## src/rtl/tpm_fifo_pkg.sv

```systemverilog
// rtl/tpm_fifo_pkg.sv - shared types and constants for the TPM FIFO register block
package tpm_fifo_pkg;

  typedef enum logic [2:0] {
    ST_IDLE,
    ST_READY,
    ST_RECEPTION,
    ST_EXECUTION,
    ST_COMPLETION
  } tpm_state_e;

  localparam logic [11:0] OFF_STS      = 12'h018;
  localparam logic [11:0] OFF_BURST_LO = 12'h019;
  localparam logic [11:0] OFF_BURST_HI = 12'h01A;
  localparam logic [11:0] OFF_FIFO     = 12'h024;

  localparam int STS_VALID     = 7;
  localparam int STS_CMD_READY = 6;
  localparam int STS_GO        = 5;
  localparam int STS_AVAIL     = 4;
  localparam int STS_EXPECT    = 3;
  localparam int STS_RETRY     = 1;

  // Command header: tag(2) then 32-bit big-endian total size
  localparam int HDR_LEN = 6;
  localparam int SIZE_B0 = 2;
  localparam int SIZE_B1 = 3;
  localparam int SIZE_B2 = 4;
  localparam int SIZE_B3 = 5;

endpackage

```

## src/rtl/tpm_byte_buffer.sv

```systemverilog
// rtl/tpm_byte_buffer.sv - DEPTH x 8 linear byte buffer with non-wrapping pointers
module tpm_byte_buffer #(
  parameter int DEPTH = 64,
  parameter int PW    = $clog2(DEPTH) + 1
) (
  input  logic          clk_i,
  input  logic          rst_i,
  input  logic          clear_i,
  input  logic          wr_en_i,
  input  logic [7:0]    wr_data_i,
  input  logic          rd_en_i,
  input  logic          rewind_i,
  output logic [7:0]    rd_data_o,
  output logic [PW-1:0] wr_ptr_o,
  output logic [PW-1:0] rd_ptr_o
);

  localparam int AW = $clog2(DEPTH);
  localparam logic [PW-1:0] DEPTH_P = PW'(DEPTH);

  logic [7:0]    mem_q [DEPTH];
  logic [PW-1:0] wr_ptr_q;
  logic [PW-1:0] rd_ptr_q;
  logic          full;

  assign full = (wr_ptr_q == DEPTH_P);

  always_ff @(posedge clk_i) begin
    if (wr_en_i && !full && !clear_i) begin
      mem_q[wr_ptr_q[AW-1:0]] <= wr_data_i;
    end
  end

  // Reads never pass the write pointer, so the read side cannot overrun
  always_ff @(posedge clk_i or posedge rst_i) begin
    if (rst_i) begin
      wr_ptr_q <= '0;
      rd_ptr_q <= '0;
    end else if (clear_i) begin
      wr_ptr_q <= '0;
      rd_ptr_q <= '0;
    end else begin
      if (wr_en_i && !full) begin
        wr_ptr_q <= wr_ptr_q + 1'b1;
      end
      if (rewind_i) begin
        rd_ptr_q <= '0;
      end else if (rd_en_i && (rd_ptr_q < wr_ptr_q)) begin
        rd_ptr_q <= rd_ptr_q + 1'b1;
      end
    end
  end

  assign rd_data_o = mem_q[rd_ptr_q[AW-1:0]];
  assign wr_ptr_o  = wr_ptr_q;
  assign rd_ptr_o  = rd_ptr_q;

endmodule

```

## src/rtl/tpm_fifo_regs.sv

```systemverilog
// rtl/tpm_fifo_regs.sv - multi-locality TIS STS/DATA_FIFO block with command and response buffers
module tpm_fifo_regs
  import tpm_fifo_pkg::*;
#(
  parameter int DEPTH   = 64,
  parameter int NUM_LOC = 5,
  parameter int BURST_W = 16
) (
  input  logic               clk_i,
  input  logic               rst_i,
  input  logic [15:0]        addr_i,
  input  logic [7:0]         data_i,
  input  logic               data_wr_i,
  input  logic               data_rd_i,
  output logic [7:0]         data_o,
  output logic               data_valid_o,
  input  logic [2:0]         active_loc_i,
  output logic [7:0]         cmd_data_o,
  output logic               cmd_valid_o,
  input  logic               cmd_ready_i,
  input  logic [7:0]         rsp_data_i,
  input  logic               rsp_valid_i,
  output logic               rsp_ready_o,
  input  logic               rsp_done_i,
  output logic               cmd_go_o,
  output logic [BURST_W-1:0] burst_count_o,
  output logic               data_avail_o,
  output logic               expect_o,
  output logic               command_ready_o
);

  localparam int PW = $clog2(DEPTH) + 1;
  localparam logic [PW-1:0] DEPTH_P = PW'(DEPTH);

  tpm_state_e    state_q;
  logic          cmd_go_q;
  logic [7:0]    data_q;
  logic          data_valid_q;
  logic [31:0]   cmd_size_q;

  logic [PW-1:0] rx_count, cmd_rd_ptr, rsp_wr_ptr, rsp_rd_ptr;
  logic [7:0]    cmd_byte, rsp_byte;
  logic [11:0]   offset;
  logic          acc_ok, wr_acc, rd_acc, sts_wr, fifo_wr;
  logic          cr_take, go_take, retry_take;
  logic          cmd_wr_en, cmd_rd_en, rsp_wr_en, rsp_rd_en;
  logic          expect_w, avail_w;
  logic [BURST_W-1:0] burst_w;
  logic [15:0]   burst16;
  logic [7:0]    sts_byte, rd_val;

  assign offset  = addr_i[11:0];
  assign acc_ok  = (addr_i[15:12] == {1'b0, active_loc_i}) && (int'(active_loc_i) < NUM_LOC);
  assign wr_acc  = data_wr_i & acc_ok;
  // A colliding write wins; the read is answered with 8'hFF
  assign rd_acc  = data_rd_i & ~data_wr_i & acc_ok;
  assign sts_wr  = wr_acc && (offset == OFF_STS);
  assign fifo_wr = wr_acc && (offset == OFF_FIFO);

  assign cr_take    = sts_wr && data_i[STS_CMD_READY] && (state_q != ST_EXECUTION);
  assign go_take    = sts_wr && !cr_take && data_i[STS_GO] && (state_q == ST_RECEPTION) && !expect_w;
  assign retry_take = sts_wr && !cr_take && data_i[STS_RETRY] && (state_q == ST_COMPLETION);

  assign expect_w = (state_q == ST_RECEPTION) && (rx_count != DEPTH_P) &&
                    ((rx_count < PW'(HDR_LEN)) || (32'(rx_count) < cmd_size_q));
  assign avail_w  = (state_q == ST_COMPLETION) && (rsp_rd_ptr < rsp_wr_ptr);

  assign cmd_wr_en   = fifo_wr && ((state_q == ST_READY) || (state_q == ST_RECEPTION));
  assign cmd_valid_o = (state_q == ST_EXECUTION) && (cmd_rd_ptr < rx_count);
  assign cmd_rd_en   = cmd_valid_o & cmd_ready_i;
  assign rsp_ready_o = (state_q == ST_EXECUTION) && (rsp_wr_ptr < DEPTH_P);
  assign rsp_wr_en   = rsp_valid_i & rsp_ready_o;
  assign rsp_rd_en   = rd_acc && (offset == OFF_FIFO) && avail_w;

  tpm_byte_buffer #(.DEPTH(DEPTH), .PW(PW)) u_cmd_buf (
    .clk_i     (clk_i),
    .rst_i     (rst_i),
    .clear_i   (cr_take),
    .wr_en_i   (cmd_wr_en),
    .wr_data_i (data_i),
    .rd_en_i   (cmd_rd_en),
    .rewind_i  (1'b0),
    .rd_data_o (cmd_byte),
    .wr_ptr_o  (rx_count),
    .rd_ptr_o  (cmd_rd_ptr)
  );

  tpm_byte_buffer #(.DEPTH(DEPTH), .PW(PW)) u_rsp_buf (
    .clk_i     (clk_i),
    .rst_i     (rst_i),
    .clear_i   (cr_take),
    .wr_en_i   (rsp_wr_en),
    .wr_data_i (rsp_data_i),
    .rd_en_i   (rsp_rd_en),
    .rewind_i  (retry_take),
    .rd_data_o (rsp_byte),
    .wr_ptr_o  (rsp_wr_ptr),
    .rd_ptr_o  (rsp_rd_ptr)
  );

  always_comb begin
    burst_w = '0;
    case (state_q)
      ST_READY, ST_RECEPTION: burst_w = BURST_W'(DEPTH_P - rx_count);
      ST_COMPLETION:          burst_w = BURST_W'(rsp_wr_ptr - rsp_rd_ptr);
      default:                burst_w = '0;
    endcase
  end

  always_comb begin
    burst16 = '0;
    for (int i = 0; i < 16 && i < BURST_W; i++) begin
      burst16[i] = burst_w[i];
    end
  end

  always_comb begin
    sts_byte                = '0;
    sts_byte[STS_VALID]     = (state_q != ST_IDLE);
    sts_byte[STS_CMD_READY] = (state_q == ST_READY);
    sts_byte[STS_AVAIL]     = avail_w;
    sts_byte[STS_EXPECT]    = expect_w;
  end

  always_comb begin
    rd_val = 8'hFF;
    if (rd_acc) begin
      case (offset)
        OFF_STS:      rd_val = sts_byte;
        OFF_BURST_LO: rd_val = burst16[7:0];
        OFF_BURST_HI: rd_val = burst16[15:8];
        OFF_FIFO:     rd_val = avail_w ? rsp_byte : 8'hFF;
        default:      rd_val = 8'hFF;
      endcase
    end
  end

  always_ff @(posedge clk_i or posedge rst_i) begin
    if (rst_i) begin
      state_q      <= ST_IDLE;
      cmd_go_q     <= 1'b0;
      data_q       <= 8'hFF;
      data_valid_q <= 1'b0;
      cmd_size_q   <= '0;
    end else begin
      cmd_go_q     <= go_take;
      data_valid_q <= data_rd_i;
      if (data_rd_i) begin
        data_q <= rd_val;
      end
      if (cr_take) begin
        state_q    <= ST_READY;
        cmd_size_q <= '0;
      end else begin
        case (state_q)
          ST_READY: begin
            if (fifo_wr) state_q <= ST_RECEPTION;
          end
          ST_RECEPTION: begin
            // Header bytes arrive in order, so shifting assembles the big-endian size
            if (cmd_wr_en && (rx_count >= PW'(SIZE_B0)) && (rx_count <= PW'(SIZE_B3))) begin
              cmd_size_q <= {cmd_size_q[23:0], data_i};
            end
            if (go_take) state_q <= ST_EXECUTION;
          end
          ST_EXECUTION: begin
            if (rsp_done_i) state_q <= ST_COMPLETION;
          end
          default: ;
        endcase
      end
    end
  end

  assign data_o          = data_q;
  assign data_valid_o    = data_valid_q;
  assign cmd_go_o        = cmd_go_q;
  assign cmd_data_o      = cmd_valid_o ? cmd_byte : 8'h00;
  assign burst_count_o   = burst_w;
  assign data_avail_o    = avail_w;
  assign expect_o        = expect_w;
  assign command_ready_o = (state_q == ST_READY);

endmodule

```

## config.mk

```make
export PLATFORM = sky130hd
export DESIGN_NAME = tpm_fifo_regs
export DESIGN_NICKNAME = d
export VERILOG_FILES = /design/src/rtl/tpm_fifo_pkg.sv /design/src/rtl/tpm_byte_buffer.sv /design/src/rtl/tpm_fifo_regs.sv
export SDC_FILE = /design/constraint.sdc
export NUM_CORES = 1
export LEC_CHECK = 0
export BUFFER_PORTS_ARGS = -buffer_cell sky130_fd_sc_hd__buf_2
export CORE_ASPECT_RATIO = 0.7
export CORE_UTILIZATION = 50
export CTS_CLUSTER_DIAMETER = 50
export CTS_CLUSTER_SIZE = 25
export DETAILED_ROUTE_END_ITERATION = 16
export PLACE_DENSITY = 0.65
export SYNTH_ARGS = -nofsm -noshare
export SYNTH_HDL_FRONTEND = slang
export SYNTH_HIERARCHICAL = 1
export SYNTH_SLANG_ARGS = --single-unit
export TNS_END_PERCENT = 20
```

## constraint.sdc

```tcl
create_clock -name clk_i -period 3.7 [get_ports clk_i]
set_input_delay 0 -clock clk_i [delete_from_list [all_inputs] [get_ports clk_i]]
set_output_delay 0 -clock clk_i [all_outputs]
set_load 0.03 [all_outputs]
```

# Word-level counts from Yosys, hierarchy flattened
# Memories as Yosys holds them, arrays and structs flattened.
# Cells that the tools add are included.
[word_totals]
n_memories = 2
wordCells = 117
mem_bits_rw = 1024
inputBits = 42
output_inout_bits = 39
register_bits = 73
[op_classes]
add_sub_neg = 6
magnitude_cmp = 8
bitwise_logic = 6
reduce_logical = 44
mux = 26
n_eq_ne = 16
[mem_list]
columns = ["memory", "words", "word_bits", "rd", "rd_clocked_by_memory_dff", "wr", "line", "rtl"]
rows = [
  ["u_cmd_buf.mem_q", 64, 8, 1, 0, 1, "tpm_byte_buffer.sv:21", "logic [7:0] mem_q [DEPTH];"],
  ["u_rsp_buf.mem_q", 64, 8, 1, 0, 1, "tpm_byte_buffer.sv:21", ""],
]
[ops]
columns = ["operator", "n"]
rows = [
  ["$mux W32", 3],
  ["$mux W7", 9],
  ["$eq A12 B5 Y1 const B", 3],
  ["$lt A7 B32 Y1", 1],
  ["$pmux W16 S2", 1],
  ["$pmux W8 S4", 1],
  ["$add A7 B1 Y7 const B", 4],
  ["$logic_and A1 B1 Y1", 27],
  ["$mux W8", 3],
  ["$eq A7 B7 Y1 const B", 2],
  ["$lt A7 B7 Y1", 2],
  ["$eq A12 B6 Y1 const B", 1],
  ["$mux W3", 4],
  ["$reduce_bool A2 Y1", 5],
  ["$ne A3 B2 Y1 const B", 3],
  ["$pmux W3 S3", 1],
  ["$sub A7 B7 Y8", 1],
  ["$sub A7 B7 Y8 const A", 1],
  ["$ge A7 B2 Y1 const B", 1],
  ["$le A7 B3 Y1 const B", 1],
  ["$lt A7 B3 Y1 const B", 1],
  ["$lt A7 B7 Y1 const B", 1],
  ["$ne A7 B7 Y1 const B", 1],
  ["$eq A3 B2 Y1 const B", 2],
  ["other kinds (15)", 27],
]

# Longest topological paths before layout
[depth]
ltp_word = 14
ltp_mapped = 14

# Cells and area by module
# The synthesis kept the hierarchy.
[by_module_without_submodules]
columns = ["mod", "cells_each", "instances", "area_each_um2", "seq_area_each_um2"]
rows = [
  ["tpm_byte_buffer at u_rsp_buf", 1047, 1, 20748.6, 15725.1],
  ["tpm_byte_buffer at u_cmd_buf", 1044, 1, 20746.1, 15725.1],
  ["tpm_fifo_regs", 381, 1, 3368.2, 1136.1],
]

# Worst setup path before layout
# Ideal clock, no wire load.
[synth_timing]
path_kind = "reg2reg"
from = "register u_rsp_buf.wr_ptr_q[1] (netlist: u_rsp_buf/wr_ptr_o[1])"
to = "register data_q[0] (netlist: data_o[0])"
path_stages_with_launch = 8
slack_ps = 393
n_path_buf = 0
setup_time_ps = 80
synth_period_minus_slack_ps = 3307
required_ps = 3620
arrival_time_ps = 3227
path_cell_list = "dfrtp_1 > ha_1 > nand2b_1 > a21oi_1 > o311a_1 > o31ai_1 > a311oi_2 > a31oi_1"
[synth_between]
elab_chain_cells = 5
elab_cells_between_ends = 7
cone_classes = "add/sub: 1; order compare: 1; mux: 4; reduce/logical: 1"
[synth_lines]
columns = ["element", "line", "rtl"]
rows = [
  ["from (decl)", "tpm_byte_buffer.sv:22", "logic [PW-1:0] wr_ptr_q;"],
  ["from (signal assigned)", "tpm_byte_buffer.sv:44", "wr_ptr_q <= wr_ptr_q + 1'b1;"],
  ["parallel branches: the longest is 3 deep, another holds $sub A7 B7 Y8", "-", ""],
  ["$pmux W8 S4 (*)", "tpm_fifo_regs.sv:128", "case (offset)"],
  ["$mux W8 (*)", "tpm_fifo_regs.sv:127", "if (rd_acc) begin"],
  ["to (signal assigned)", "tpm_fifo_regs.sv:149", "data_q <= rd_val;"],
  ["to (decl)", "tpm_fifo_regs.sv:37", "logic [7:0] data_q;"],
]
# Mark *: on every way between the ends.
# A chain may end at the register's enable or synchronous reset.

# Final worst setup path
[layout_timing]
from = "register u_cmd_buf.rd_ptr_q[0] (netlist: u_cmd_buf/rd_ptr_o[0])"
to = "output port cmd_data_o[2]"
[layout_between]
elab_cells_between_ends = 4
cone_classes = "order compare: 1; mux: 1; reduce/logical: 1; memory: 1"
[layout_lines]
columns = ["element", "line", "rtl"]
rows = [
  ["from (decl)", "tpm_byte_buffer.sv:23", "logic [PW-1:0] rd_ptr_q;"],
  ["from (signal assigned)", "tpm_byte_buffer.sv:49", "rd_ptr_q <= rd_ptr_q + 1'b1;"],
  ["$mem_v2 Z64 W8", "-", ""],
  ["net cmd_byte[2]", "tpm_fifo_regs.sv:42", "logic [7:0] cmd_byte, rsp_byte;"],
  ["$mux W8", "tpm_fifo_regs.sv:178", "assign cmd_data_o = cmd_valid_o ? cmd_byte : 8'h00;"],
  ["to (decl)", "tpm_fifo_regs.sv:18", "output logic [7:0] cmd_data_o,"],
]
# The timed path passes the listed nets, and every way through them passes these cells.

==> out/summary.txt <==
Layout Nets -> 2805
fraction of registers with async set or reset after synthesis -> 6.65%
layout cells sized above 1 -> 23.5%
max_cap viols -> 0
Clock Tree Buf Depth -> 3
Horiz. Die Dim -> 360 µm
Crit-path slowest cell -> a211oi_1
Port Buffers -> 80
Final setup viols -> 0
H-Tree Depth -> 3
Mean Syn Cell Area -> 18.1 µm²
status -> complete, no violations
VDD IR max -> 0.325 mV
Max FO, Critical Path -> 44
critical path type -> register to output pin
All-Layer GR Usage -> 24.4%
cell area power density -> 449 nW/µm²
flops & latches, synth -> 1097
clock tree sinks -> 1097
Primary FF master, synth -> edfxtp_1
sequential area share after synthesis -> 72.6%
fin crit period -> 3570 ps
wire per inst -> 28.0 µm
P&R area growth vs syn -> 12.6%
most frequent cells in the layout -> 1024 x edfxtp_1, 219 x nor2_1, 199 x mux4_2
setup slack after placement -> 330 ps
worst r2r dst -> u_rsp_buf/mem_q[39][1]
Slew Limit Fails -> 0
final wirelength -> 111000 µm
Remaining Overflow, GRT -> 0
Power, Total -> 22.7 mW
FF-to-FF path depth -> 6
Via-to-Cell Ratio -> 6.33
Worst Path Arrival -> 3570 ps
endpoint type of the worst setup path -> output pin
Max Freq -> 0.280 GHz
core area -> 88500 µm²
ANT nets after route -> 0
clock transition at the registers of the reported paths -> 90 ps
met2 Resource Use GR -> 33.6%
via count -> 25000
crit start category -> register
initial core utilization -> 50.7%
fin util -> 57.1%
Tcrit/Tclk final -> 96.6%
commonest non-fill, non-tap cell in the layout -> edfxtp_1
number of global-route vias before repair -> 24100
hold_ws -> 21.9 ps
clk root buf -> clkbuf_16
Clk Latency, worst-skew pair -> 670 ps
WP buf/inv -> 2
delay-heaviest family, CP -> compound AO/OA/AOI/OAI gates
cells along the critical path -> buf_12 > mux4_2 > a211oi_1 > o21ai_0 > o211a_1 > nand3b_1 > a21oi_1 > buf_2
Top Usage Layer GRT -> met1
FF-to-FF setup slack -> 190 ps
grt met3 use -> 6.07%
Worst Setup EP -> cmd_data_o[2]
required arrival time at the worst endpoint -> 3700 ps
Worst-Margin Slew -> 1190 ps
Crit path depth -> 8
Crit Reg-Reg Startpoint -> state_q[1]
die area -> 90900 µm²
setup ws final -> 125 ps
CP startpoint -> u_cmd_buf/rd_ptr_o[0]
RSZ-0062 raised after global routing -> yes
largest net degree at the start of global routing -> 68
initial DRC count -> 3048
global-route wire length before repair -> 163000 µm
Hold Path Class -> input port to register
Distinct cells, synth -> 82
initial antenna violation count -> 0
fillcell total -> 6526
hpwl dp -> 72500 µm
max_slew headroom -> 20.5%
Die Y -> 253 µm
leakage power -> 16.5 nW
synthesized area -> 44900 µm²
Synth Instances -> 2472
GP Congestion -> 0.931
num ports -> 81
Final Skew -> 25.9 ps
FP Rows -> 91
1st-pass router iterations -> 8
GRT met1 Usage -> 39.2%
Synth Warn # -> 6
worst hold path depth -> 2
Final Hold Fails -> 0
TritonCTS clock tree -> built
Inserted Clock Buffers -> 76
Post-synth EDFFs -> 1024
CP peak stage delay -> 700 ps
# DRC -> 0
-- layer usage --
metal  wire length (µm)  vias up
met5                  0        -
met4               1820        0
met3              12800      136
met2              46300     1372
met1              49600    13000
li1                   -    10500
-- synthesized netlist by cell type, drive strengths merged (24+ instances only) --
cell / n / area (µm²)
mux4: 201 / 4530
mux2i: 153 / 1530
o21ai: 37 / 189
buf: 87 / 636
a211oi: 24 / 180
nand2: 50 / 188
clkbuf: 46 / 174
nand3: 50 / 260
ha: 39 / 488
o22ai: 34 / 213
a21oi: 53 / 265
edfxtp: 1024 / 30700
dfrtp: 65 / 1630
a22oi: 48 / 360
inv: 41 / 154
nor2: 221 / 832
-- where the power goes --
part | internal (mW) | switching, mW | leakage [nW]
clock network | 4.32 | 4.54 | 1.26
logic | 0.0540 | 0.250 | 5.15
registers | 13.5 | 0.000511 | 10.1
-- sequential cells by signal, summed over array words and instances (netlist names) --
name and cells:
cmd_size_q 32, u_rsp_buf/wr_ptr_o 7, u_rsp_buf/rd_ptr_o 7, data_valid_o 1, cmd_go_o 1, u_cmd_buf/wr_ptr_o 7, u_rsp_buf/mem_q 512, data_o 8
u_cmd_buf/mem_q 512, state_q 3, u_cmd_buf/rd_ptr_o 7
-- layout make-up --
type | count | area, µm² | area share (%)
Timing Repair Buffer | 305 | 2330 | 4.62
Clock inverter | 56 | 632 | 1.25
Clock buffer | 82 | 1970 | 3.89
Inverter | 48 | 180 | 0.357
Antenna cell | 1 | 2.50 | 0.00495
Multi-Input combinational cell | 1195 | 11300 | 22.4
Tap cell | 1162 | 1450 | 2.88
Sequential cell | 1097 | 32600 | 64.6
-- worst min-delay path by stage --
| stage | from | to |
|---|---|---|
| floorplan | rst_i | u_cmd_buf/rd_ptr_o[0] |
| global placement | rst_i | data_valid_o |
| detailed placement | rst_i | state_q[1] |
| CTS | data_i[4] | u_cmd_buf/mem_q[13][4] |
| global route | data_i[4] | u_cmd_buf/mem_q[13][4] |
| finish | rsp_data_i[7] | u_rsp_buf/mem_q[21][7] |
-- timing repair --
item,CTS,global route
resized for setup,3,7
endpoints found under the setup margin,3,21
endpoints found under the hold margin,419,0
setup buffers,0,7
pin swaps,0,0
hold buffers,36,0
-- worst reg2reg max path: stages, from the launching register on --
cell      delay, ps
dfrtp_1         530
nand3b_1        400
nor2_1          270
and2_1          260
and3_1          270
nand2_1         470
nor2_1          920
-- kinds of logic (layout without fill, tap and decap cells) --
family                     after synthesis  in the layout  share of synthesized area (%)
xor gates and xnor gates                28             28                          0.547
DFF                                   1097           1097                           72.6
and+or+nand+nor                        444            444                           4.70
adders and majority gates               40             40                           1.13
other                                    1              3                        0.00836
muxes                                  367            367                           13.8
buffers and inverters                  181            491                           2.21
AOI/OAI and AO/OA                      314            314                           4.93
-- stage by stage --
stage | cells | TNS (ps) | instance area, µm²
after floorplan | 2473 | 0 | 44900
final | 3946 | 0 | 50500
after CTS | 3938 | 0 | 50400
after global placement | 3764 | 0 | 47400
after detailed placement | 3764 | 0 | 47400
after global routing | 3945 | -155 | 50500
(Power assumes the default switching activity.)
